$ cat src/rtl/instr_fetch_unit.sv
// Instruction fetch unit: one outstanding memory read at a time, feeding a small response FIFO.
// Optional macro FETCH_MISALIGN_CHECK_EN turns misaligned PCs into faulting NOP entries.
module instr_fetch_unit #(
    parameter int FIFO_DEPTH = 2,
    parameter int XLEN       = 32
) (
    input  logic            clk,
    input  logic            rst,
    input  logic [XLEN-1:0] pc_i,
    input  logic            pc_valid_i,
    output logic            pc_ready_o,
    input  logic            flush_i,
    output logic            mem_req_o,
    output logic [XLEN-1:0] mem_addr_o,
    input  logic            mem_gnt_i,
    input  logic            mem_rvalid_i,
    input  logic [XLEN-1:0] mem_rdata_i,
    output logic [XLEN-1:0] instr_o,
    output logic [XLEN-1:0] instr_pc_o,
    output logic            instr_valid_o,
    input  logic            instr_ready_i,
    output logic            misalign_o
);

    localparam int PTR_W = (FIFO_DEPTH > 1) ? $clog2(FIFO_DEPTH) : 1;
    localparam int CNT_W = $clog2(FIFO_DEPTH + 1);

    typedef enum logic [1:0] {
        IDLE,
        REQ,
        WAIT,
        DISCARD
    } state_t;

    state_t          state;
    state_t          state_nxt;
    logic            flush_held;
    logic            flush_held_nxt;
    logic [XLEN-1:0] addr_q;
    logic [XLEN-1:0] pc_q;

    logic [XLEN-1:0] fifo_instr [FIFO_DEPTH];
    logic [XLEN-1:0] fifo_pc    [FIFO_DEPTH];
    logic [PTR_W-1:0] rd_ptr;
    logic [PTR_W-1:0] wr_ptr;
    logic [CNT_W-1:0] count;

    logic            fifo_empty;
    logic            fifo_full;
    logic            handshake;
    logic            misaligned;
    logic            push_fetch;
    logic            push_nop;
    logic            push;
    logic            pop;
    logic [XLEN-1:0] push_instr;
    logic [XLEN-1:0] push_pc;

    function automatic logic [PTR_W-1:0] ptr_inc(input logic [PTR_W-1:0] p);
        if (p == PTR_W'(FIFO_DEPTH - 1)) begin
            return '0;
        end
        return p + PTR_W'(1);
    endfunction

    assign fifo_empty = (count == '0);
    assign fifo_full  = (count == CNT_W'(FIFO_DEPTH));

    // A slot is reserved at handshake time, so a full FIFO blocks new fetches.
    assign pc_ready_o = (state == IDLE) && !flush_i && !fifo_full;
    assign handshake  = pc_valid_i && pc_ready_o;

    assign mem_req_o     = (state == REQ);
    assign mem_addr_o    = addr_q;
    assign instr_valid_o = !fifo_empty;
    assign pop           = instr_valid_o && instr_ready_i;
    assign instr_o       = instr_valid_o ? fifo_instr[rd_ptr] : '0;
    assign instr_pc_o    = instr_valid_o ? fifo_pc[rd_ptr] : '0;

`ifdef FETCH_MISALIGN_CHECK_EN
    assign misaligned = (pc_i[1:0] != 2'b00);
`else
    assign misaligned = 1'b0;
`endif

    assign push_nop   = handshake && misaligned;
    assign push       = push_fetch || push_nop;
    assign push_instr = push_fetch ? mem_rdata_i : XLEN'(32'h0000_0013);
    assign push_pc    = push_fetch ? pc_q : pc_i;

    always_ff @(posedge clk or negedge rst) begin
        if (!rst) begin
            state      <= IDLE;
            flush_held <= 1'b0;
            addr_q     <= '0;
            pc_q       <= '0;
        end else begin
            state      <= state_nxt;
            flush_held <= flush_held_nxt;
            if (handshake && !misaligned) begin
                addr_q <= {pc_i[XLEN-1:2], 2'b00};
                pc_q   <= pc_i;
            end
        end
    end

    // A request already on the bus is never retracted; a flush seen before the
    // grant is remembered so the eventual response is dropped.
    always_comb begin
        state_nxt      = state;
        flush_held_nxt = flush_held;
        push_fetch     = 1'b0;
        case (state)
            IDLE: begin
                flush_held_nxt = 1'b0;
                if (handshake && !misaligned) begin
                    state_nxt = REQ;
                end
            end
            REQ: begin
                if (mem_gnt_i) begin
                    state_nxt      = (flush_i || flush_held) ? DISCARD : WAIT;
                    flush_held_nxt = 1'b0;
                end else if (flush_i) begin
                    flush_held_nxt = 1'b1;
                end
            end
            WAIT: begin
                if (mem_rvalid_i) begin
                    state_nxt  = IDLE;
                    push_fetch = !flush_i;
                end else if (flush_i) begin
                    state_nxt = DISCARD;
                end
            end
            DISCARD: begin
                if (mem_rvalid_i) begin
                    state_nxt = IDLE;
                end
            end
            default: begin
                state_nxt = IDLE;
            end
        endcase
    end

    always_ff @(posedge clk or negedge rst) begin
        if (!rst) begin
            count  <= '0;
            rd_ptr <= '0;
            wr_ptr <= '0;
            for (int i = 0; i < FIFO_DEPTH; i++) begin
                fifo_instr[i] <= '0;
                fifo_pc[i]    <= '0;
            end
        end else if (flush_i) begin
            count  <= '0;
            rd_ptr <= '0;
            wr_ptr <= '0;
        end else begin
            if (push) begin
                fifo_instr[wr_ptr] <= push_instr;
                fifo_pc[wr_ptr]    <= push_pc;
                wr_ptr             <= ptr_inc(wr_ptr);
            end
            if (pop) begin
                rd_ptr <= ptr_inc(rd_ptr);
            end
            if (push && !pop) begin
                count <= count + CNT_W'(1);
            end else if (pop && !push) begin
                count <= count - CNT_W'(1);
            end
        end
    end

`ifdef FETCH_MISALIGN_CHECK_EN
    logic fifo_mis [FIFO_DEPTH];

    always_ff @(posedge clk or negedge rst) begin
        if (!rst) begin
            for (int i = 0; i < FIFO_DEPTH; i++) begin
                fifo_mis[i] <= 1'b0;
            end
        end else if (push && !flush_i) begin
            fifo_mis[wr_ptr] <= push_nop;
        end
    end

    assign misalign_o = instr_valid_o && fifo_mis[rd_ptr];
`else
    assign misalign_o = 1'b0;
`endif

endmodule

$ cat config.mk
export PLATFORM = sky130hd
export DESIGN_NAME = instr_fetch_unit
export DESIGN_NICKNAME = d
export VERILOG_FILES = /design/src/rtl/instr_fetch_unit.sv
export SDC_FILE = /design/constraint.sdc
export NUM_CORES = 1
export LEC_CHECK = 0
export BUFFER_PORTS_ARGS = -buffer_cell sky130_fd_sc_hd__buf_4
export CORE_MARGIN = 1.5
export CORE_UTILIZATION = 52
export CTS_BUF_LIST = sky130_fd_sc_hd__clkbuf_4
export CTS_CLUSTER_SIZE = 25
export DETAILED_ROUTE_END_ITERATION = 10
export PLACE_DENSITY = 0.8
export SYNTH_ARGS = -nofsm -noshare
export SYNTH_HDL_FRONTEND = slang
export SYNTH_SLANG_ARGS = --single-unit
$ cat constraint.sdc
create_clock -name clk -period 4.19 [get_ports clk]
set_input_delay 0.419 -clock clk [delete_from_list [all_inputs] [get_ports clk]]
set_output_delay 0.419 -clock clk [all_outputs]
set_load 0.02 [all_outputs]
==> summary.md <==
| Metric | Value |
|---|---|
| Critical Path Sink Type | output port |
| Min-Delay Path Class | in2async |
| Clock slew seen by the registers of the worst setup and hold paths | 0.12 ns |
| WL per Instance | 17.40 um |
| Share of cells above drive strength 1 | between 50% and 60% |
| Reg2Reg Setup Slack | ~1.7 ns |
| Buffers on Ports | approximately 170 |
| RSZ-0062 raised after global routing | no |
| Antenna violations before repair | 0 |
| Area leader, netlist | dfrtp_1 |
| Iteration-0 DRC count of the detailed router | 210 |
| Reg-to-Reg End | pc_q[2]$_DFFE_PN0P_ |
| Worst slew margin | 19.11% |
| Mapped Area | between 7000 and 8000 sq um |
| Fin. Hold Viols | 0 |
| Slew Viols, Final | 0 |
| Fin crit share | a little over two thirds |
| Sw Pwr | 0.001784 W |
| First-pass GRT wire length | 26010 um |
| Placed insts | around 850 |
| Starting Density | 53.56% |
| Startpoint types | flip-flop |
| Vias per inst | between 5 and 6 |
| Die Area | 15770 sq um |
| # Max-Cap Violations | 0 |
| Critical Path Fanout Max | 35 |
| Drt total wl | 15300 um |
| Pint | approximately 0.0039 W |
| Clock share of power | a little under a fifth |
| Setup Buffers After CTS | 0 |
| Reg2Reg Depth | 3 |
| Pin count of the biggest net entering global routing | 118 |
| GRT Overall Usage | around a fifth |
| Switching Share | 31.28% |
| Status | complete, no violations |
| Unique masters post-synth | 29 |
| Reg power frac | 48.4% |
| Seq/Total Area, Yosys | 53.48% |
| Final nets | approximately 750 |
| Main combinational cell family by area after synthesis | multiplexers |
| CTS buffer count | 17 |
| Tmin final | about 3.0 ns |
| Gate count of the mapped netlist | 553 |
| Post-Synth Simple-Gate Area | 4.548% |
| Worst Path Required | roughly 3.8 ns |
| CP Class | reg2out |
| Leak | 4.500 nW |
| Setup violators final | 0 |
| Die width | 125.6 um |
| Post-Synth Adder-Cell Area | 0% |
| CTS sink count | 167 |
| Grt ovf | 0 |
| Buffer depth of the longest clock path | 2 |
| Clk Latency, worst-skew pair | 0.55 ns |
| Top cells by area, synth | dfrtp_1, mux2_2, mux2_4 |
| IO Pins | 171 |
| Ant diodes | 0 |
| Maximum vdd drop | 0.0003284 V |
| Syn avg cell area | 14.13 sq um |
| CP Data Arrival Time | about 2.5 ns |
| DRT antenna net count | 0 |
| Clock Skews | 0.02099 ns |
| Synth Area in XOR/XNOR | less than 1% |
| DP Wirelength | around 10000 um |
| Worst reg2reg path startpoint | count[1]$_DFFE_PN0P_ |
| Comb power frac | 33.1% |
| Final setup TNS | 0 ns |
| Floorplan row count | 44 |
| First-pass iteration count of the detailed router | 4 |
| GPL Wtd Cong | 0.7081 |
| Detailed-route via count | 4614 |
| # DRC | 0 |
| Core area | 14590 sq um |
| CTS hold repair buffers | 0 |
| Synth Area in Compound Gates | less than 1% |
| Maximum clock frequency | 338.2 MHz |
| Htree depth | 4 |
| Number of global-route vias before repair | 5120 |
| Die Span Y | around 130 um |
| Yosys top cell area share | a little over half |
| Worst Tran Pin Value | 1.213 ns |
| Area delta synth->final | 17.93% |
| Mux share of post-synthesis cell area | about a third |
| Fin cells | 879 |
| Power Density | 618.9 nW/um^2 |
| Synthesized flop and latch total | 167 |
| Cts repair resizes | 0 |
| CTS tree | yes |
| Ys Warns | 0 |
| Clock root buffer | clkbuf_4 |
state kept, by name (all words and copies together), names as in the netlist:
register	cells
fifo_instr	64
fifo_pc	64
pc_q	32
count	2
state	2
flush_held	1
rd_ptr	1
wr_ptr	1
layout by cell type (no fill, tap or decap), types with 2 or more instances in the layout:
master / n
mux2_2: 95
buf_4: 173
nor2b_1: 2
mux2_4: 60
inv_1: 4
conb_1: 3
o311ai_0: 2
a21oi_1: 2
bufinv_16: 5
clkinv_1: 4
nor2_1: 69
mux2_1: 6
xor2_1: 2
mux2i_1: 65
a31oi_1: 2
clkinv_2: 2
dfrtp_1: 166
clkbuf_4: 19
worst max-delay path: stages, from the launching register on:
cell     delay (ns)
dfrtp_1        0.47
nor2_4         0.70
buf_4          0.50
nor2_1         0.14
buf_4          0.18
Yosys cell counts:
library cell / count
buf_1: 2
o2bb2ai_1: 1
inv_1: 4
buf_12: 6
mux2_2: 95
nand4bb_1: 1
xor2_1: 2
a21oi_1: 2
nor4_1: 1
o21ai_0: 1
o211a_1: 1
mux2_4: 60
mux2i_1: 65
nor4bb_1: 1
nor3_4: 1
or3b_1: 1
buf_2: 14
a31oi_1: 2
clkbuf_1: 9
buf_4: 33
nor2_1: 70
o311ai_0: 2
dfrtp_1: 167
mux2_1: 6
nor2b_1: 2
conb_1: 1
buf_6: 1
nand3b_4: 1
and2b_1: 1
metal layers:
layer | GRT usage, % | up-vias | routed length (um)
met5 | 0 | - | 0
met4 | 6.684 | 0 | 177
met3 | 5.862 | 16 | 880
met2 | 32.29 | 138 | 7205
met1 | 28.36 | 2329 | 7032
li1 | - | 2131 | -
logic make-up (layout without fill, tap and decap cells):
kind of cell,Yosys count,count (layout)
buf+inv,69,209
other cells,1,3
flops,167,167
mux,226,226
xor+xnor,2,2
compound gates,9,9
simple gates,79,79
through the flow:
stage	setup WS, ns	instance area, sq um	hold slack [ns]	power [W]	utilization, %
after floorplan	2.402	7821	0.1234	0.004200	-
after global placement	1.779	8890	0.4671	0.004581	60.93
after detailed placement	1.613	8890	0.4749	0.004705	60.93
after CTS	1.145	9215	0.01997	0.005763	63.16
after global routing	1.024	9215	0.01250	0.006070	63.16
final	1.233	9215	0.009463	0.005703	63.16
how the worst max path moves through the flow:
stage	start	endpoint	slack (ns)	cells after the start
finish	count[1]$_DFFE_PN0P_	instr_pc_o[31]	1.23	4
floorplan	rd_ptr$_DFFE_PN0P_	instr_o[12]	2.40	4
CTS	count[1]$_DFFE_PN0P_	instr_pc_o[31]	1.15	4
global placement	flush_i	pc_q[5]$_DFFE_PN0P_	1.78	4
global route	count[1]$_DFFE_PN0P_	instr_pc_o[31]	1.02	4
detailed placement	flush_i	pc_q[2]$_DFFE_PN0P_	1.61	4
power groups by stage:
stage | sequential, W | combinational [W] | clock (W)
5_1_grt | 0.00287 | 0.00204 | 0.00116
3_5_place_dp | 0.00280 | 0.00191 | 0
3_3_place_gp | 0.00273 | 0.00185 | 0
6_report | 0.00276 | 0.00189 | 0.00105
4_1_cts | 0.00276 | 0.00192 | 0.00108
2_1_floorplan | 0.00261 | 0.00159 | 0
cell type report:
cell class | instances | area (sq um)
Fill cell | 1115 | 5374
Sequential cell | 167 | 4183
Multi-Input combinational cell | 319 | 3152
Timing Repair Buffer | 174 | 1310
Tap cell | 184 | 230.2
Clock inverter | 12 | 182.7
Clock buffer | 19 | 142.6
Inverter | 4 | 15.01
Note: power is estimated with default switching activity, not from simulation.
